[src/rtl/axis_keep_popcnt.sv]
// Combinational population count of a tkeep vector.
module axis_keep_popcnt #(
    parameter int unsigned KEEP_WIDTH = 64,
    parameter int unsigned CNT_W      = $clog2(KEEP_WIDTH + 1)
) (
    input  logic [KEEP_WIDTH-1:0] keep,
    output logic [CNT_W-1:0]      count
);

    // Sum of all keep bits; synthesis balances the chain into an adder tree.
    always_comb begin
        count = '0;
        for (int unsigned i = 0; i < KEEP_WIDTH; i++) begin
            count = count + CNT_W'(keep[i]);
        end
    end

endmodule

[config.mk]
export PLATFORM = sky130hd
export DESIGN_NAME = axis_keep_popcnt
export DESIGN_NICKNAME = d
export VERILOG_FILES = /design/src/rtl/axis_keep_popcnt.sv
export SDC_FILE = /design/constraint.sdc
export NUM_CORES = 1
export LEC_CHECK = 0
export ABC_AREA = 0
export BUFFER_PORTS_ARGS = -buffer_cell sky130_fd_sc_hd__buf_4
export CAP_MARGIN = 20
export CORE_AREA = 3 3 59 67
export DETAILED_ROUTE_END_ITERATION = 8
export DIE_AREA = 0 0 62 70
export GPL_TIMING_DRIVEN = 0
export PLACE_DENSITY = 0.82
export SETUP_SLACK_MARGIN = 0.2
export SLEW_MARGIN = 20
export SYNTH_ARGS = -nofsm -noshare
export SYNTH_HDL_FRONTEND = slang
export SYNTH_SLANG_ARGS = --single-unit
[constraint.sdc]
create_clock -name vclk -period 10.6
set_input_delay 1.59 -clock vclk [all_inputs]
set_output_delay 1.59 -clock vclk [all_outputs]
set_load 0.01 [all_outputs]
Word level (Yosys, flattened, before mapping):

Index checks and enable logic that the tools add are counted.

* add/sub/neg operators: 63

Operators with widths (count)
* 7-bit by 1-bit adder with 7-bit output: 57
* 6-bit by 1-bit adder with 7-bit output: 1
* 5-bit by 1-bit adder with 6-bit output: 1
* 4-bit by 1-bit adder with 5-bit output: 1
* 3-bit by 1-bit adder with 4-bit output: 1
* 2-bit by 1-bit adder with 3-bit output: 1
* 1-bit by 1-bit adder with 2-bit output: 1

* register bits: 0
* input port bits: 64

Logic depth before layout (Yosys ltp):

* depth after elaboration: 63
* depth in mapped cells: 20

Worst setup path after synthesis:

Ideal clock, no wire load.

* kind: input to output
* start point: in keep[17]
* end point: out count[5]
* data arrival time: 6900 ps
* required time: 9010 ps
* setup slack: 2110 ps
* stages on the path: 16
* path buffers: 0
* cell sequence: fa_1 inv_1 fa_1 inv_1 fa_1 fa_1 inv_1 fa_1 fa_1 fa_1 fa_1 inv_1 ha_1 a211oi_1 nor4b_1 a2111oi_1

* cells in the longest elaborated chain, start to end: 47

RTL lines
* from (decl): RTL line 6 `input logic [KEEP_WIDTH-1:0] keep,`
* 7-bit by 1-bit adder with 7-bit output (47 in series): RTL line 14 `count = count + CNT_W'(keep[i]);`
* to (decl): RTL line 7 `output logic [CNT_W-1:0] count`

Every way passes these cells.

Worst setup path after layout:

* start point: in keep[53]
* end point: out count[6]

* cells in the longest elaborated chain, start to end: 11

RTL lines (RTL line)
* 7-bit by 1-bit adder with 7-bit output (11 in series): 14

Every way passes these cells.

==> flow_metrics.env <==
export IMPL_via_per_inst=4.36
export IMPL_wl_met2_mm=1.64
export IMPL_initial_core_util_pct=51.9
export IMPL_rows=22
export IMPL_yosysSeqAreaShare_pct=0
export IMPL_end_kind="output port"
export IMPL_tightest_slew_ns=0.325
export IMPL_finalCritPeriodShare_pct=83.0
export IMPL_finalSetupViolations=0
export IMPL_routed_top_layer="met3"
export IMPL_slew_headroom_pct=78.2
export IMPL_wirelength_met1_um=962
export IMPL_start_kind="input port"
export IMPL_slowest_stage="fa_1"
export IMPL_routedWlPerCell_um=9.94
export IMPL_synth_common_cells="84 x inv_1, 54 x fa_1, 15 x ha_1, 3 x a21oi_1, 2 x a211oi_1"
export IMPL_slowest_delay_ns=0.53
export IMPL_grt_max_degree=6
export IMPL_synth_area_leader_cell="fa_1"
export IMPL_synth_cell_types=19
export IMPL_syn_area_um2=1730
export IMPL_worst_setup_path_type="in -> out"
export IMPL_max_freq_mhz=114
export IMPL_drive_above_1_share_pct=30.5
export IMPL_cp_data_required_time_ns=9.01
export IMPL_timing_setup_tns_ns=0
export IMPL_drv_cap=0
export IMPL_fin_crit_ns=8.80
export IMPL_hold_ws_ns=3.49
export IMPL_drt_iter0_markers=6
export IMPL_yosys_warnings=0
export IMPL_grt_pass1_wl_mm=4.89
export IMPL_first_pass_iters=4
export IMPL_die_x_um=62
export IMPL_ant_nets=0
export IMPL_yosysMostFrequentCell="inv_1"
export IMPL_antenna_found_initial=0
export IMPL_postCtsHoldBufs=0
export IMPL_cts_setup_buffers=0
export IMPL_seq_cells=0
export IMPL_boundaryPins=71
export IMPL_rsz0062_at_grt="no"
export IMPL_routed_wl_mm=2.89
export IMPL_synth_area_leaders="fa_1 63%, inv_1 18%, ha_1 11%"
export IMPL_syn_nets=305
export IMPL_fillers=268
export IMPL_cp_max_fo=3
export IMPL_place_inst=291
export IMPL_path_common_cell="fa_1"
export IMPL_cp_arrival_ns=7.21
export IMPL_n_clock_buffer=0
export IMPL_min_path_type="in -> out"
export IMPL_routabilityCongestion=0.676
export IMPL_design_core_area_um2=3330
export IMPL_status="finished, final reports clean"
export IMPL_wl_met3_um=292
export IMPL_gr_total_overflow=0
export IMPL_fin_cells=291
export IMPL_syn_to_final_growth_pct=34.3
export IMPL_netlist_instances=172
export IMPL_multiInputGateArea_um2=1410
export IMPL_dpl_hpwl_mm=2.94
export IMPL_drc=0
export IMPL_grt_pass1_vias=1306
export IMPL_seqCellArea_um2=0
export IMPL_vias=1268
export IMPL_antenna_cells=0
export IMPL_final_core_util_pct=69.7
export IMPL_die_h_um=70
export IMPL_dieArea_um2=4340
export IMPL_netlist_area_leader_share_pct=62.5
export IMPL_slew_viol_final=0
export IMPL_io_buffers=71
export IMPL_endpoint="count[6]"
export IMPL_track_usage_pct=14.0
export IMPL_hold_viol=0
export IMPL_crit_chain="buf_4, fa_1, inv_1, fa_1, inv_1, fa_1, inv_1, fa_1, inv_1, fa_1, inv_1, fa_1, fa_1, fa_1, inv_1, ha_1, fa_1, a211o_2, a21oi_1, o21bai_1, buf_4"
export IMPL_nNetsFinal=378
export IMPL_avgSynthCellArea_um2=10.1
export IMPL_critical_path_startpoint="keep[53]"
export IMPL_cts_repair_resize_count=0
==> per-layer routing <==
metal  vias up  GRT usage [%]
li1        612              -
met1       608           16.2
met5         -              0
met3         0           2.22
met4         0              0
met2        48           27.2
==> how the worst min path moves through the flow <==
stage	to	start	cells past startpoint	slack, ns
after global routing	count[0]	keep[2]	3	3.51
final	count[0]	keep[2]	3	3.49
after detailed placement	count[0]	keep[2]	3	3.49
after CTS	count[0]	keep[2]	3	3.49
after floorplan	count[0]	keep[2]	1	3.33
after global placement	count[0]	keep[2]	3	3.48
==> layout by cell type, fill, tap and decap left out <==
| master | Yosys | final |
|---|---|---|
| inv_1 | 84 | 84 |
| buf_4 | 0 | 71 |
| fa_1 | 54 | 54 |
| ha_1 | 15 | 15 |
| a21oi_1 | 3 | 3 |
| a211oi_1 | 2 | 2 |
| o21ai_2 | 1 | 1 |
| nor2_1 | 1 | 1 |
| o211a_1 | 1 | 1 |
| nor4b_1 | 1 | 1 |
| nand3b_1 | 1 | 1 |
| o31ai_1 | 1 | 1 |
| a2111oi_1 | 1 | 1 |
| a211o_2 | 1 | 1 |
| o21a_1 | 1 | 1 |
| a21o_2 | 1 | 1 |
| xor2_1 | 1 | 1 |
| a21o_1 | 1 | 1 |
| xnor2_1 | 1 | 1 |
| o21bai_1 | 1 | 1 |
==> critical path: cells and delay by family <==
kind                     cells  cell delay [ns]
AO/OA/AOI/OAI                3             0.58
adder cells (fa/ha/maj)     10             4.50
buffers and inverters        8             0.54
==> logic make-up after synthesis <==
family / after synthesis / synth area share, %
xor gates and xnor gates: 2 / 1.01
adders and majority gates: 69 / 73.4
and+or+nand+nor: 3 / 1.16
buffers and inverters: 84 / 18.2
AOI/OAI and AO/OA: 14 / 6.22
==> final cells by class <==
type | instances | area share, %
inverter | 84 | 13.6
tap | 48 | 2.59
multi-input combinational | 88 | 60.9
timing repair buffer | 71 | 23.0
==> per-stage QoR <==
step	cell area (um2)	worst slack, ns
floorplan	1730	2.11
global placement	2320	1.79
detailed placement	2320	1.79
CTS	2320	1.76
global route	2320	1.58
finish	2320	1.80
Power is left out: the tool's default activity adds up to more than one toggle a clock period on the data nets, which glitch-free logic cannot reach.
